--- config.mk ---
export PLATFORM = sky130hd
export DESIGN_NAME = alu_pipelined
export DESIGN_NICKNAME = d
export VERILOG_FILES = /design/src/rtl/alu_pipelined.sv
export SDC_FILE = /design/constraint.sdc
export NUM_CORES = 1
export LEC_CHECK = 0
export CAP_MARGIN = 25
export CELL_PAD_IN_SITES_DETAIL_PLACEMENT = 0
export CELL_PAD_IN_SITES_GLOBAL_PLACEMENT = 1
export CORE_MARGIN = 2
export CORE_UTILIZATION = 40
export DETAILED_ROUTE_END_ITERATION = 8
export PLACE_DENSITY_LB_ADDON = 0.1
export SLEW_MARGIN = 20
export SYNTH_ARGS = -nofsm -noshare
export SYNTH_HDL_FRONTEND = slang
export SYNTH_SLANG_ARGS = --single-unit
--- constraint.sdc ---
create_clock -name clk -period 6.2 [get_ports clk]
set_input_delay 1.55 -clock clk [delete_from_list [all_inputs] [get_ports clk]]
set_output_delay 1.55 -clock clk [all_outputs]
set_load 0.02 [all_outputs]
--- src/rtl/alu_pipelined.sv ---
// -----------------------------------------------------------------------------
// alu_pipelined
//   Two-stage valid/ready ALU. Stage 1 captures {ctrl, x, y} on the input
//   handshake. Stage 2 holds the computed result and its flags until the
//   consumer takes them. Results leave in acceptance order, and no result is
//   lost or repeated whatever the out_ready pattern.
//
// Configuration macro: ALU_MUL_EN
//   Defined   : opcode 4'b1101 runs an unsigned shift-add multiply in stage 1.
//               It takes WIDTH cycles, and in_ready is low while it iterates.
//   Undefined : opcode 4'b1101 returns 0 with all flags clear. No multiply
//               logic is built.
//
// Ports
//   clk        : single clock; all state changes on the rising edge
//   rst        : asynchronous, active-high reset
//   in_valid   : operation offered
//   in_ready   : operation accepted when in_valid && in_ready (combinational)
//   ctrl[3:0]  : opcode
//   x, y       : signed operands, WIDTH bits
//   out_valid  : result held on out and the flags
//   out_ready  : result consumed when out_valid && out_ready
//   out        : result, WIDTH bits
//   out_carry  : carry flag (add, sub, multiply only)
//   out_ovf    : signed-overflow flag (add and sub only)
//   out_zero   : high when out == 0
// -----------------------------------------------------------------------------
module alu_pipelined #(
    parameter int WIDTH = 8,
    parameter int SHW   = $clog2(WIDTH)
) (
    input  logic             clk,
    input  logic             rst,
    input  logic             in_valid,
    output logic             in_ready,
    input  logic [3:0]       ctrl,
    input  logic [WIDTH-1:0] x,
    input  logic [WIDTH-1:0] y,
    output logic             out_valid,
    input  logic             out_ready,
    output logic [WIDTH-1:0] out,
    output logic             out_carry,
    output logic             out_ovf,
    output logic             out_zero
);

    localparam logic [3:0] OP_ADD  = 4'b0000;
    localparam logic [3:0] OP_SUB  = 4'b0001;
    localparam logic [3:0] OP_AND  = 4'b0010;
    localparam logic [3:0] OP_OR   = 4'b0011;
    localparam logic [3:0] OP_NOT  = 4'b0100;
    localparam logic [3:0] OP_XOR  = 4'b0101;
    localparam logic [3:0] OP_NOR  = 4'b0110;
    localparam logic [3:0] OP_SHL  = 4'b0111;
    localparam logic [3:0] OP_ASR  = 4'b1000;
    localparam logic [3:0] OP_ASR1 = 4'b1001;
    localparam logic [3:0] OP_ROL  = 4'b1010;
    localparam logic [3:0] OP_ROR  = 4'b1011;
    localparam logic [3:0] OP_EQ   = 4'b1100;
    localparam logic [3:0] OP_MUL  = 4'b1101;

    // Stage 1 registers
    logic             s1_valid_q, s1_valid_d;
    logic [3:0]       s1_ctrl_q,  s1_ctrl_d;
    logic [WIDTH-1:0] s1_x_q,     s1_x_d;
    logic [WIDTH-1:0] s1_y_q,     s1_y_d;

    // Stage 2 registers, which drive the outputs directly
    logic             out_valid_q, out_valid_d;
    logic [WIDTH-1:0] out_q,       out_d;
    logic             carry_q,     carry_d;
    logic             ovf_q,       ovf_d;
    logic             zero_q,      zero_d;

    logic             s1_iter_s;
    logic             s2_load_s;
    logic             s1_load_s;
    logic [WIDTH-1:0] res_out_s;
    logic             res_carry_s;
    logic             res_ovf_s;
    logic [WIDTH:0]   sum_ext_s;
    logic [WIDTH:0]   diff_ext_s;

`ifdef ALU_MUL_EN
    logic [SHW-1:0]     mul_cnt_q,    mul_cnt_d;
    logic               mul_done_q,   mul_done_d;
    logic [2*WIDTH-1:0] mul_acc_q,    mul_acc_d;
    logic [2*WIDTH-1:0] mul_mcand_q,  mul_mcand_d;
    logic [WIDTH-1:0]   mul_mplier_q, mul_mplier_d;
`endif

    // Handshake: stage 2 takes stage 1 when the slot is free or being drained
    always_comb begin
`ifdef ALU_MUL_EN
        s1_iter_s = s1_valid_q && (s1_ctrl_q == OP_MUL) && !mul_done_q;
`else
        s1_iter_s = 1'b0;
`endif
        s2_load_s = s1_valid_q && !s1_iter_s && (!out_valid_q || out_ready);
        s1_load_s = !s1_valid_q || s2_load_s;
        in_ready  = s1_load_s;
    end

    // Stage 1 next state: capture the operands on the input handshake
    always_comb begin
        s1_valid_d = s1_valid_q;
        s1_ctrl_d  = s1_ctrl_q;
        s1_x_d     = s1_x_q;
        s1_y_d     = s1_y_q;
        if (s1_load_s) begin
            s1_valid_d = in_valid;
            if (in_valid) begin
                s1_ctrl_d = ctrl;
                s1_x_d    = x;
                s1_y_d    = y;
            end else begin
                s1_ctrl_d = s1_ctrl_q;
            end
        end else begin
            s1_valid_d = s1_valid_q;
        end
    end

`ifdef ALU_MUL_EN
    // Multiplier next state: one shift-add step per cycle while iterating
    always_comb begin
        mul_cnt_d    = mul_cnt_q;
        mul_done_d   = mul_done_q;
        mul_acc_d    = mul_acc_q;
        mul_mcand_d  = mul_mcand_q;
        mul_mplier_d = mul_mplier_q;
        if (s1_load_s && in_valid) begin
            mul_cnt_d    = {SHW{1'b0}};
            mul_done_d   = 1'b0;
            mul_acc_d    = {(2*WIDTH){1'b0}};
            mul_mcand_d  = {{WIDTH{1'b0}}, x};
            mul_mplier_d = y;
        end else if (s1_iter_s) begin
            mul_acc_d    = mul_acc_q + (mul_mplier_q[0] ? mul_mcand_q : {(2*WIDTH){1'b0}});
            mul_mcand_d  = mul_mcand_q << 1;
            mul_mplier_d = mul_mplier_q >> 1;
            mul_cnt_d    = mul_cnt_q + {{(SHW-1){1'b0}}, 1'b1};
            // The last step (count WIDTH-1) marks the product as ready
            mul_done_d   = (mul_cnt_q == SHW'(WIDTH - 1));
        end else begin
            mul_done_d   = mul_done_q;
        end
    end

    // Multiplier registers
    always_ff @(posedge clk or posedge rst) begin
        if (rst) begin
            mul_cnt_q    <= {SHW{1'b0}};
            mul_done_q   <= 1'b0;
            mul_acc_q    <= {(2*WIDTH){1'b0}};
            mul_mcand_q  <= {(2*WIDTH){1'b0}};
            mul_mplier_q <= {WIDTH{1'b0}};
        end else begin
            mul_cnt_q    <= mul_cnt_d;
            mul_done_q   <= mul_done_d;
            mul_acc_q    <= mul_acc_d;
            mul_mcand_q  <= mul_mcand_d;
            mul_mplier_q <= mul_mplier_d;
        end
    end
`endif

    // Result datapath, evaluated from the stage 1 contents
    always_comb begin
        sum_ext_s   = {s1_x_q[WIDTH-1], s1_x_q} + {s1_y_q[WIDTH-1], s1_y_q};
        diff_ext_s  = {s1_x_q[WIDTH-1], s1_x_q} - {s1_y_q[WIDTH-1], s1_y_q};
        res_out_s   = {WIDTH{1'b0}};
        res_carry_s = 1'b0;
        res_ovf_s   = 1'b0;
        case (s1_ctrl_q)
            // With sign-extended operands, overflow shows as the top two bits differing
            OP_ADD: begin
                res_out_s   = sum_ext_s[WIDTH-1:0];
                res_carry_s = sum_ext_s[WIDTH];
                res_ovf_s   = sum_ext_s[WIDTH] ^ sum_ext_s[WIDTH-1];
            end
            OP_SUB: begin
                res_out_s   = diff_ext_s[WIDTH-1:0];
                res_carry_s = diff_ext_s[WIDTH];
                res_ovf_s   = diff_ext_s[WIDTH] ^ diff_ext_s[WIDTH-1];
            end
            OP_AND:  res_out_s = s1_x_q & s1_y_q;
            OP_OR:   res_out_s = s1_x_q | s1_y_q;
            OP_NOT:  res_out_s = ~s1_x_q;
            OP_XOR:  res_out_s = s1_x_q ^ s1_y_q;
            OP_NOR:  res_out_s = ~(s1_x_q | s1_y_q);
            OP_SHL:  res_out_s = s1_y_q << s1_x_q[SHW-1:0];
            OP_ASR:  res_out_s = $signed(s1_y_q) >>> s1_x_q[SHW-1:0];
            OP_ASR1: res_out_s = {s1_x_q[WIDTH-1], s1_x_q[WIDTH-1:1]};
            OP_ROL:  res_out_s = {s1_x_q[WIDTH-2:0], s1_x_q[WIDTH-1]};
            OP_ROR:  res_out_s = {s1_x_q[0], s1_x_q[WIDTH-1:1]};
            OP_EQ:   res_out_s = {{(WIDTH-1){1'b0}}, (s1_x_q == s1_y_q)};
`ifdef ALU_MUL_EN
            OP_MUL: begin
                res_out_s   = mul_acc_q[WIDTH-1:0];
                res_carry_s = |mul_acc_q[2*WIDTH-1:WIDTH];
            end
`else
            OP_MUL:  res_out_s = {WIDTH{1'b0}};
`endif
            default: res_out_s = {WIDTH{1'b0}};
        endcase
    end

    // Stage 2 next state: load a new result, or hold it until consumed
    always_comb begin
        out_valid_d = out_valid_q;
        out_d       = out_q;
        carry_d     = carry_q;
        ovf_d       = ovf_q;
        zero_d      = zero_q;
        if (s2_load_s) begin
            out_valid_d = 1'b1;
            out_d       = res_out_s;
            carry_d     = res_carry_s;
            ovf_d       = res_ovf_s;
            zero_d      = (res_out_s == {WIDTH{1'b0}});
        end else if (out_ready) begin
            out_valid_d = 1'b0;
        end else begin
            out_valid_d = out_valid_q;
        end
    end

    // Pipeline registers
    always_ff @(posedge clk or posedge rst) begin
        if (rst) begin
            s1_valid_q  <= 1'b0;
            s1_ctrl_q   <= 4'b0000;
            s1_x_q      <= {WIDTH{1'b0}};
            s1_y_q      <= {WIDTH{1'b0}};
            out_valid_q <= 1'b0;
            out_q       <= {WIDTH{1'b0}};
            carry_q     <= 1'b0;
            ovf_q       <= 1'b0;
            zero_q      <= 1'b0;
        end else begin
            s1_valid_q  <= s1_valid_d;
            s1_ctrl_q   <= s1_ctrl_d;
            s1_x_q      <= s1_x_d;
            s1_y_q      <= s1_y_d;
            out_valid_q <= out_valid_d;
            out_q       <= out_d;
            carry_q     <= carry_d;
            ovf_q       <= ovf_d;
            zero_q      <= zero_d;
        end
    end

    assign out_valid = out_valid_q;
    assign out       = out_q;
    assign out_carry = carry_q;
    assign out_ovf   = ovf_q;
    assign out_zero  = zero_q;

endmodule

==> flow_summary.rst <==
.. list-table::
   :header-rows: 1

   * - Metric
     - Value
   * - Nets@finish
     - 457
   * - Pwr dens
     - 297 nW/um^2
   * - Leakage power of the design
     - 1.58 nW
   * - Quantity of I/O buffers inserted on ports
     - 36
   * - Global-route total usage across every layer
     - 24.0%
   * - Required arrival time at the worst endpoint
     - 4650 ps
   * - Highest Clock Rate
     - 231 MHz
   * - Startpoint type of the worst setup path
     - primary input
   * - Fin crit share
     - 69.7%
   * - Cts bufs inserted
     - 5
   * - First-pass detailed-route iteration total
     - 5
   * - Area of the die
     - 9100 sq um
   * - Flip-flop and latch count after synthesis
     - 33
   * - Detailed-route wire length per cell
     - 20.2 microns
   * - Area growth from synthesis to layout
     - 16.6%
   * - Diode count
     - 0
   * - Per-cell via count in the routed design
     - 6.13
   * - CTS max path bufs
     - 2
   * - Most area-hungry cell type in the Yosys netlist
     - dfrtp_1
   * - Max FO, Critical Path
     - 3
   * - Arrival @ worst endpoint
     - 2770 ps
   * - Worst clock skew
     - 6.56 ps
   * - VDD IR-drop max
     - 0.126 mV
   * - Post-synth top area share
     - 24.7%
   * - Critical path's most frequent cell
     - clkdlybuf4s50_1
   * - Number of hold-slack violations in the final timing report
     - 0
   * - Global-route wire length before repair
     - 16.6 mm
   * - Final setup violation count
     - 0
   * - Post-synthesis sequential area ratio
     - 24.7%
   * - Max stage delay cell, worst path
     - clkdlybuf4s50_1
   * - Core area
     - 8180 sq um
   * - Number of global-route vias before repair
     - 2,990
   * - Final Non-Filler Cells
     - 512
   * - Dpl cell area
     - 3740 sq um
   * - Post-synth EDFFs
     - 0
   * - Hold WC Path Type
     - flop to flop
   * - Number of warning messages in the yosys log
     - 0
   * - Initial antenna violation count
     - 0
   * - Post_cts resized
     - 0
   * - Chip Width
     - 95.4 microns
   * - Relative slew slack
     - 41.5%
   * - Vias post-DR
     - 3,141
   * - HPWL Detailed
     - 7.70 mm
   * - Final max-slew violation count
     - 0
   * - Clk root buf
     - clkbuf_8
   * - Standard-cell row count
     - 33
   * - Count of placed standard cells including taps
     - 502
   * - IO Count
     - 37
   * - Largest incremental delay on the critical path
     - 620 ps
   * - CTS sink count
     - 33
   * - Count of routing violations after the opening detailed-route iteration
     - 250
   * - Minimum clock period
     - 4320 ps
   * - Die Ht
     - 95.4 microns
   * - Cell area after synthesis
     - 3340 sq um
   * - Total congestion overflow
     - 0
   * - DRT Wirelength
     - 10.3 mm
   * - Setup total negative slack
     - 0 ps
   * - Crit path buffers/inverters
     - 2
   * - Clock transition at path regs
     - 70 ps
   * - Share of layout cells above drive strength 1
     - 13.8%
   * - Cells after Synth
     - 384
   * - Drt drc
     - 0
   * - Leading post-synthesis cells by cell area
     - dfrtp_1 (25%), mux2_2 (9.8%), ha_1 (9.4%)
   * - Largest net degree at the start of global routing
     - 34
   * - Starting Density
     - 40.9%
   * - Unique masters post-synth
     - 60
   * - Clock tree from TritonCTS
     - yes
   * - Path type of the worst setup path
     - primary input to primary output
   * - Overall power of the completed layout
     - 1.16 mW
   * - Setup repair after global routing missed its margin
     - no
   * - Pin slew with the least headroom to its limit
     - 878 ps
   * - Kind of cell adding the most delay to the critical path
     - buffers and inverters
   * - Endpoint kind of the worst setup timing path
     - primary output
   * - H-Tree Level Count
     - 2
   * - Residual antenna-violating net count after detailed routing
     - 0
   * - Most common flop cell mapped by yosys
     - dfrtp_1
   * - Core Util, Final
     - 47.7%
   * - Hold buffers post-CTS
     - 0
   * - Outcome
     - completed
   * - Critical Path, Cell by Cell
     - clkdlybuf4s50_1 > nand3b_1 > clkdlybuf4s50_1
   * - Clock latency on the worst-skew pair
     - 290 ps
   * - Synthesized net count
     - 435
   * - Routability congestion estimate from global placement
     - 0.916
   * - Buffers inserted by post-CTS timing repair
     - 0
   * - Async set-reset flop share out of synthesis
     - 100%
   * - Post-synthesis average cell area
     - 8.71 sq um
   * - Final non-filler cell area
     - 3900 sq um
   * - Maximum capacitance violations
     - 0
logic make-up (layout without fill, tap and decap cells):
family / count (synthesis) / count (layout) / synth area share [%]
and+or+nand+nor: 116 / 116 / 18.2
AOI/OAI and AO/OA: 108 / 108 / 22.0
buffers and inverters: 54 / 77 / 6.66
muxes: 42 / 42 / 16.8
DFF: 33 / 33 / 24.7
adders and majority gates: 27 / 27 / 10.6
xor gates and xnor gates: 4 / 4 / 1.05
per-stage QoR:
stage | hold slack, ps | setup slack (ps)
detailed placement | 474 | 1880
finish | 483 | 1880
global route | 517 | 1820
CTS | 491 | 1870
global placement | 468 | 1890
floorplan | 500 | 2820
report_power, final:
group / internal [mW] / switching, mW
Clock: 0.131 / 0.0843
Sequential: 0.259 / 0.0785
Combinational: 0.273 / 0.333
sequential cells by signal, summed over array words and instances (netlist names):
register and count:
s1_ctrl_q 4, s1_x_q 8, out_carry 1, out_ovf 1, out 8, out_valid 1, s1_valid_q 1, out_zero 1
s1_y_q 8
cell usage after synthesis (3+ instances only):
library cell	n
dfrtp_1	33
mux2_2	29
nand3b_1	3
a22oi_1	6
nand2b_1	12
mux2i_1	5
o211ai_1	6
o22ai_1	5
o221ai_1	5
o21ai_0	25
nor2b_1	9
a22o_1	7
nand2_1	30
a31oi_1	5
nor4_1	5
a211o_1	3
mux4_2	7
nand3_1	15
clkbuf_1	14
nor3_1	13
nor2_1	13
inv_1	28
a21oi_1	23
buf_2	10
ha_1	25
xnor2_1	3
layout make-up:
cell class / instances / area, sq um
Fill cell: 799 / 4280
Sequential cell: 33 / 826
Clock inverter: 1 / 30.0
Clock buffer: 7 / 86.3
Multi-Input combinational cell: 297 / 2290
Timing Repair Buffer: 41 / 425
Tap cell: 105 / 131
Inverter: 28 / 105
worst paths after layout:
| kind | startpoint | to | slack (ps) | cells past startpoint |
|---|---|---|---|---|
| min | out[7]$_DFFE_PP0P_ | out[7]$_DFFE_PP0P_ | 480 | 2 |
| max | out_ready | in_ready | 1880 | 3 |
| min reg2reg | out[7]$_DFFE_PP0P_ | out[7]$_DFFE_PP0P_ | 480 | 2 |
| min in group asynchronous | rst | out_valid$_DFFE_PP0P_ | 1660 | 3 |
| max reg2reg | s1_x_q[2]$_DFFE_PP0P_ | out_zero$_DFFE_PP0P_ | 2650 | 9 |
| max in group asynchronous | rst | s1_x_q[7]$_DFFE_PP0P_ | 4230 | 3 |
per-layer routing:
metal	vias to the layer above	GRT usage (%)	share of wire [%]
met4	0	7.98	2.5
li1	1467	-	-
met5	-	0	0
met2	129	36.3	46
met1	1527	35.1	46
met3	18	3.56	5.8
worst register-to-register path: stages, from the launching register on:
cell and delay, ps:
dfrtp_1 840, inv_1 300, ha_1 510, nor2_1 110
a211oi_1 450, a21oi_1 150, xnor2_1 140, and3_1 200
or3_1 400, o41ai_2 340
layout by cell type (no fill, tap or decap), types with 3 or more instances in the layout:
cell             Yosys  final
ha_1                25     25
o21ai_0             25     25
nand3_1             15     15
mux4_2               7      7
o22ai_1              5      5
a22o_1               7      7
nand2_1             30     30
clkbuf_8             0      6
inv_1               28     28
nand3b_1             3      3
o221ai_1             5      5
xnor2_1              3      3
nand2b_1            12     12
a21oi_1             23     23
mux2i_1              5      5
a22oi_1              6      6
nor2b_1              9      9
o211ai_1             6      6
mux2_2              29     29
clkdlybuf4s50_1      0     36
a31oi_1              5      5
nor3_1              13     13
a211o_1              3      3
buf_4                0      3
dfrtp_1             33     33
nor2_1              13     13
nor4_1               5      5
No activity file was read; power rests on OpenSTA's default activity.
